$ cat src/rtl/mem_port_arbiter_if.sv
// Bus bundle between the two requesters (fetch I, data D), the arbiter and
// the single-ported memory. The arbiter connects to the slave modport.
interface mem_port_arbiter_if #(
  parameter int AW = 32,
  parameter int DW = 32
);
  logic          i_req;
  logic [AW-1:0] i_addr;
  logic          i_gnt;
  logic          i_rvalid;
  logic [DW-1:0] i_rdata;
  logic          d_req;
  logic          d_we;
  logic [AW-1:0] d_addr;
  logic [DW-1:0] d_wdata;
  logic          d_gnt;
  logic          d_rvalid;
  logic [DW-1:0] d_rdata;
  logic          mem_ren;
  logic          mem_wen;
  logic [AW-1:0] mem_addr;
  logic [DW-1:0] mem_din;
  logic [DW-1:0] mem_dout;
  logic          err_addr;
  logic [31:0]   acc_count;

  modport slave (
    input  i_req, i_addr, d_req, d_we, d_addr, d_wdata, mem_dout,
    output i_gnt, i_rvalid, i_rdata, d_gnt, d_rvalid, d_rdata,
           mem_ren, mem_wen, mem_addr, mem_din, err_addr, acc_count
  );

  modport master (
    output i_req, i_addr, d_req, d_we, d_addr, d_wdata, mem_dout,
    input  i_gnt, i_rvalid, i_rdata, d_gnt, d_rvalid, d_rdata,
           mem_ren, mem_wen, mem_addr, mem_din, err_addr, acc_count
  );
endinterface

$ cat src/rtl/mem_port_arbiter.sv
// Round-robin arbiter sharing one single-ported memory between instruction
// fetch (read-only) and data access (read/write). One access per cycle;
// request sampled at edge N -> gnt cycle N+1 -> rvalid cycle N+2.
module mem_port_arbiter #(
  parameter int AW       = 32,
  parameter int DW       = 32,
  parameter int MEM_BITS = 10
) (
  input  logic             clock,
  input  logic             reset,
  mem_port_arbiter_if.slave bus
);
  typedef enum logic [1:0] {IDLE, ACC_I, ACC_D} state_t;

  state_t        r_state, w_next;
  logic          r_pref_d;        // 1: D wins a tie, 0: I wins a tie
  logic [AW-1:0] r_addr;
  logic          r_we;
  logic [DW-1:0] r_wdata;
  logic          r_i_rvalid, r_d_rvalid;
  logic [DW-1:0] r_i_rdata, r_d_rdata;
  logic          r_err;
  logic [31:0]   r_count;
  logic          w_i_gnt, w_d_gnt, w_ren, w_wen;
  logic [AW-1:0] w_new_addr;

  // State register
  always_ff @(posedge clock) begin
    if (reset) r_state <= IDLE;
    else       r_state <= w_next;
  end

  // Arbitration (evaluated in every state) and memory bus strobes
  always_comb begin
    w_next  = IDLE;
    w_i_gnt = 1'b0;
    w_d_gnt = 1'b0;
    w_ren   = 1'b0;
    w_wen   = 1'b0;
    if (bus.i_req && (!bus.d_req || !r_pref_d)) w_next = ACC_I;
    else if (bus.d_req)                         w_next = ACC_D;
    case (r_state)
      ACC_I: begin
        w_i_gnt = 1'b1;
        w_ren   = 1'b1;
      end
      ACC_D: begin
        w_d_gnt = 1'b1;
        w_ren   = !r_we;
        w_wen   = r_we;
      end
      default: ;
    endcase
  end

  assign w_new_addr = (w_next == ACC_D) ? bus.d_addr : bus.i_addr;

  // Round-robin pointer: the requester just granted loses the next tie
  always_ff @(posedge clock) begin
    if (reset)                 r_pref_d <= 1'b1;
    else if (w_next == ACC_I)  r_pref_d <= 1'b1;
    else if (w_next == ACC_D)  r_pref_d <= 1'b0;
  end

  // Latch the granted request so the requester is free to move on
  always_ff @(posedge clock) begin
    if (reset) begin
      r_addr  <= '0;
      r_we    <= 1'b0;
      r_wdata <= '0;
    end else if (w_next == ACC_I) begin
      r_addr  <= bus.i_addr;
      r_we    <= 1'b0;
    end else if (w_next == ACC_D) begin
      r_addr  <= bus.d_addr;
      r_we    <= bus.d_we;
      r_wdata <= bus.d_wdata;
    end
  end

  // Sticky out-of-range flag; the access itself still runs on the low bits
  always_ff @(posedge clock) begin
    if (reset) r_err <= 1'b0;
    else if (w_next != IDLE && |w_new_addr[AW-1:MEM_BITS]) r_err <= 1'b1;
  end

  // Completion: capture read data, pulse rvalid, count the access
  always_ff @(posedge clock) begin
    if (reset) begin
      r_i_rvalid <= 1'b0;
      r_d_rvalid <= 1'b0;
      r_i_rdata  <= '0;
      r_d_rdata  <= '0;
      r_count    <= '0;
    end else begin
      r_i_rvalid <= (r_state == ACC_I);
      r_d_rvalid <= (r_state == ACC_D);
      if (r_state == ACC_I)          r_i_rdata <= bus.mem_dout;
      if (r_state == ACC_D && !r_we) r_d_rdata <= bus.mem_dout;
      if (r_state != IDLE)           r_count   <= r_count + 32'd1;
    end
  end

  assign bus.i_gnt     = w_i_gnt;
  assign bus.d_gnt     = w_d_gnt;
  assign bus.mem_ren   = w_ren;
  assign bus.mem_wen   = w_wen;
  assign bus.mem_addr  = r_addr;
  assign bus.mem_din   = r_wdata;
  assign bus.i_rvalid  = r_i_rvalid;
  assign bus.i_rdata   = r_i_rdata;
  assign bus.d_rvalid  = r_d_rvalid;
  assign bus.d_rdata   = r_d_rdata;
  assign bus.err_addr  = r_err;
  assign bus.acc_count = r_count;
endmodule
$ cat src/flat_wrapper.sv
// flat-port wrapper written by rule: the top's interface ports become plain ports
module mem_port_arbiter_flat 
#(
  parameter int AW       = 32,
  parameter int DW       = 32,
  parameter int MEM_BITS = 10
)
  (clock, reset, bus_i_req, bus_i_addr, bus_d_req, bus_d_we, bus_d_addr, bus_d_wdata, bus_mem_dout, bus_i_gnt, bus_i_rvalid, bus_i_rdata, bus_d_gnt, bus_d_rvalid, bus_d_rdata, bus_mem_ren, bus_mem_wen, bus_mem_addr, bus_mem_din, bus_err_addr, bus_acc_count);
  mem_port_arbiter_if #(.AW(AW), .DW(DW)) bus_i ();
  input  logic clock;
  input  logic reset;
  input wire logic [$bits(bus_i.i_req)-1:0] bus_i_req;
  input wire logic [$bits(bus_i.i_addr)-1:0] bus_i_addr;
  input wire logic [$bits(bus_i.d_req)-1:0] bus_d_req;
  input wire logic [$bits(bus_i.d_we)-1:0] bus_d_we;
  input wire logic [$bits(bus_i.d_addr)-1:0] bus_d_addr;
  input wire logic [$bits(bus_i.d_wdata)-1:0] bus_d_wdata;
  input wire logic [$bits(bus_i.mem_dout)-1:0] bus_mem_dout;
  output wire logic [$bits(bus_i.i_gnt)-1:0] bus_i_gnt;
  output wire logic [$bits(bus_i.i_rvalid)-1:0] bus_i_rvalid;
  output wire logic [$bits(bus_i.i_rdata)-1:0] bus_i_rdata;
  output wire logic [$bits(bus_i.d_gnt)-1:0] bus_d_gnt;
  output wire logic [$bits(bus_i.d_rvalid)-1:0] bus_d_rvalid;
  output wire logic [$bits(bus_i.d_rdata)-1:0] bus_d_rdata;
  output wire logic [$bits(bus_i.mem_ren)-1:0] bus_mem_ren;
  output wire logic [$bits(bus_i.mem_wen)-1:0] bus_mem_wen;
  output wire logic [$bits(bus_i.mem_addr)-1:0] bus_mem_addr;
  output wire logic [$bits(bus_i.mem_din)-1:0] bus_mem_din;
  output wire logic [$bits(bus_i.err_addr)-1:0] bus_err_addr;
  output wire logic [$bits(bus_i.acc_count)-1:0] bus_acc_count;
  assign bus_i.i_req = bus_i_req;
  assign bus_i.i_addr = bus_i_addr;
  assign bus_i.d_req = bus_d_req;
  assign bus_i.d_we = bus_d_we;
  assign bus_i.d_addr = bus_d_addr;
  assign bus_i.d_wdata = bus_d_wdata;
  assign bus_i.mem_dout = bus_mem_dout;
  assign bus_i_gnt = bus_i.i_gnt;
  assign bus_i_rvalid = bus_i.i_rvalid;
  assign bus_i_rdata = bus_i.i_rdata;
  assign bus_d_gnt = bus_i.d_gnt;
  assign bus_d_rvalid = bus_i.d_rvalid;
  assign bus_d_rdata = bus_i.d_rdata;
  assign bus_mem_ren = bus_i.mem_ren;
  assign bus_mem_wen = bus_i.mem_wen;
  assign bus_mem_addr = bus_i.mem_addr;
  assign bus_mem_din = bus_i.mem_din;
  assign bus_err_addr = bus_i.err_addr;
  assign bus_acc_count = bus_i.acc_count;
  mem_port_arbiter #(.AW(AW), .DW(DW), .MEM_BITS(MEM_BITS)) u_core (.clock(clock), .reset(reset), .bus(bus_i));
endmodule
$ cat config.mk
export PLATFORM = sky130hd
export DESIGN_NAME = mem_port_arbiter_flat
export DESIGN_NICKNAME = d
export VERILOG_FILES = /design/src/rtl/mem_port_arbiter_if.sv /design/src/rtl/mem_port_arbiter.sv /design/src/flat_wrapper.sv
export SDC_FILE = /design/constraint.sdc
export NUM_CORES = 1
export LEC_CHECK = 0
export CAP_MARGIN = 20
export CORE_MARGIN = 1.5
export CORE_UTILIZATION = 45
export DETAILED_ROUTE_END_ITERATION = 12
export PLACE_DENSITY_LB_ADDON = 0.05
export SLEW_MARGIN = 20
export SYNTH_ARGS = -nofsm -noshare
export SYNTH_HDL_FRONTEND = slang
export SYNTH_SLANG_ARGS = --single-unit
$ cat constraint.sdc
create_clock -name clock -period 4.8 [get_ports clock]
set_input_delay 0.72 -clock clock [delete_from_list [all_inputs] [get_ports clock]]
set_output_delay 0.72 -clock clock [all_outputs]
set_load 0.02 [all_outputs]
==> out/metrics.yaml <==
setup_path:
  critical_path_class: "flop to primary output"
  critPathMaxStageDelay_ps: 630
  worst_setup_path_start_kind: "flop"
  critPathCaptureType: "primary output"
  cp_cell_sequence: "inv_1 -> ha_2 -> o21a_1 -> clkdlybuf4s50_1"
  crit_path_top_delay_cell: "clkdlybuf4s50_1"
  path_max_fanout: 16
  cp.required_ps: 4080
  worstPathArrival_ps: 2120
grt:
  track_usage: 0.250
  first_global_vias: 6063
  grt_antenna_before_repair: 1
  grt_max_degree: 75
  overflow: 0
  grt_pass1_wl_mm: 31.1
pwr:
  p_leak_nw: 3.71
  worst_ir_drop_vdd_mv: 0.237
  power.internal_mw: 2.48
  p_per_area_nw_per_um2: 324
  p_comb_frac: 0.158
  p_sw_mw: 0.840
  pwr-share-clk: 0.394
  swShare: 0.253
  power_mw: 3.32
  seq_power_share: 0.448
layout:
  syn_to_final_growth_pct: 55.1
  drive_above_1_share: 0.0508
  final_cells: 1228
  layout_commonest_cell: "clkdlybuf4s50_1"
  fin_nets: 1168
  n_antenna_cell: 0
  mostFrequentLayoutCells: "clkdlybuf4s50_1, dfxtp_1, nand2_1"
clock_network:
  cts_hold_buf: 0
  cts_tree: "done"
  insertion_delay_ps: 430
  clk_pin_slew_ps: 70
  clockRootBuffer: "clkbuf_16"
  clockBufferDepth: 2
  cts_sinks: 167
  cts-resized-gates: 0
  cts_max_level: 4
  cts_setup_buffers: 0
  numCtsBuffers: 17
placed_design:
  placed_cells: 1196
  portBuffers: 299
  dp_hpwl_mm: 13.5
  gp_congestion: 0.816
route:
  drtPass1Iterations: 5
  wire_per_inst_um: 15.6
  drtIter0Drc: 386
  drt-total-wl_mm: 19.1
  via_count: 6271
  drc: 0
  ant_nets: 0
  viasPerCell: 5.11
synthesis:
  synth-edff-count: 0
  synth_compound_area_frac: 0.117
  yosysUniqueCellTypes: 37
  yosysWarnings: 0
  syn_avg_cell_area_um2: 8.73
  ys_ff_latch: 167
  yosys-top-cells-area: "dfxtp_1, mux2i_1, nand2_1"
  postSynth.asyncResetShare: 0
  synth_top_area_frac: 0.505
  synthFlopType: "dfxtp_1"
  synthMuxAreaShare: 0.110
  synth_adder_area_share: 0.00756
  synthCells: 758
  synth_nets: 895
  yosysSeqAreaShare: 0.505
  synth_xor_area_frac: 0.0119
  synthSimpleGateAreaFrac: 0.213
  yosys.area.top_type: "dfxtp_1"
  synth_top_family_by_area: "simple AND/OR/NAND/NOR gates"
  synth_area_um2: 6620
sta:
  fin_crit_ps: 2840
  max_clock_freq_ghz: 0.352
  hold_viol_final: 0
  rsz0062_at_grt: "false"
  drv_slew: 0
  period_share: 0.593
  setup_violations: 0
  relSlewSlack: 0.400
  worst_slew_pin_slew_ps: 891
  tns_ps: 0
  finalClockSkew_ps: 19.7
min_path:
  hp-class: "flop to flop"
die:
  die_x_um: 124
  die_area_um2: 15400
  io_pins: 300
  start_util: 0.459
  rows: 44
  die_h_um: 124
  core-area_um2: 14400
outcome:
  status: "finished, final reports clean"
flow_run:
  cap_violations: 0
[state kept, by name, summed over array words and instances (netlist names)]
register	count
u_core.bus.i_rdata	32
u_core.bus.err_addr	1
u_core.bus.d_rdata	32
u_core.r_state	2
u_core.bus.mem_din	32
u_core.bus.mem_addr	32
u_core.r_we	1
u_core.bus.acc_count	32
u_core.bus.i_rvalid	1
u_core.bus.d_rvalid	1
u_core.r_pref_d	1
[final timing paths]
kind	endpoint	slack [ps]	from	cells past startpoint
worst max-delay path	bus_mem_ren	1960	u_core.r_state[1]$_SDFF_PP0_	4
worst min-delay path	u_core.bus.d_rdata[30]$_SDFFE_PP0P_	450	u_core.bus.d_rdata[30]$_SDFFE_PP0P_	2
worst max register to register	u_core.bus.acc_count[24]$_SDFFE_PP0P_	2390	u_core.r_state[0]$_SDFF_PP0_	6
worst min register to register	u_core.bus.d_rdata[30]$_SDFFE_PP0P_	450	u_core.bus.d_rdata[30]$_SDFFE_PP0P_	2
[per-stage QoR]
stage / instance area [µm²] / utilization / hold WS [ps] / setup WS (ps)
6_report: 10300 / 0.712 / 452 / 1960
5_1_grt: 10300 / 0.712 / 474 / 1810
4_1_cts: 10300 / 0.711 / 454 / 1910
3_5_place_dp: 9690 / 0.672 / 446 / 2280
3_3_place_gp: 9690 / 0.672 / 441 / 2190
2_1_floorplan: 6620 / - / 451 / 2410
[logic make-up (layout without fill, tap and decap cells)]
kind of cell,after synthesis,in the layout
DFF,167,167
and+or+nand+nor,314,314
adders and majority gates,4,4
muxes,72,72
AOI/OAI and AO/OA,132,132
buffers and inverters,60,346
xor gates and xnor gates,9,9
[layout make-up]
| class | count | area [µm²] |
|---|---|---|
| sequential | 167 | 3340 |
| multi-input combinational | 531 | 3050 |
| fill | 1183 | 4160 |
| clock buffer | 23 | 478 |
| timing repair buffer | 306 | 3040 |
| tap | 184 | 230 |
| clock inverter | 9 | 91.3 |
| inverter | 8 | 30.0 |
[cell usage after synthesis, drive strengths merged, types with 8 or more instances]
| library cell | count |
|---|---|
| nor4 | 16 |
| clkbuf | 43 |
| nor2b | 9 |
| nor2 | 84 |
| or4 | 11 |
| nand4 | 9 |
| a21oi | 81 |
| a211oi | 32 |
| dfxtp | 167 |
| mux2i | 66 |
| inv | 8 |
| nand3 | 10 |
| or3 | 8 |
| buf | 9 |
| nand2 | 146 |
[critical path, delay by kind of cell (launching register included)]
kind	cells	cell delay, ps
buf+inv	2	700
compound gates	1	200
flops	1	310
fa+ha+maj	1	510
[metal layers]
layer / up-vias / part of all wire / track usage
li1: 3166 / - / -
met1: 2859 / 0.41 / 0.291
met2: 215 / 0.48 / 0.412
met3: 29 / 0.081 / 0.104
met4: 2 / 0.023 / 0.0886
met5: - / 0.00063 / 0
[power groups by stage]
stage | Combinational, mW | Sequential (mW) | Clock, mW
after floorplan | 0.160 | 1.59 | 0
after global placement | 0.524 | 1.52 | 0
after detailed placement | 0.526 | 1.52 | 0
after CTS | 0.529 | 1.49 | 1.35
after global routing | 0.563 | 1.50 | 1.41
final | 0.525 | 1.49 | 1.31
Note: power is estimated with default switching activity, not from simulation.
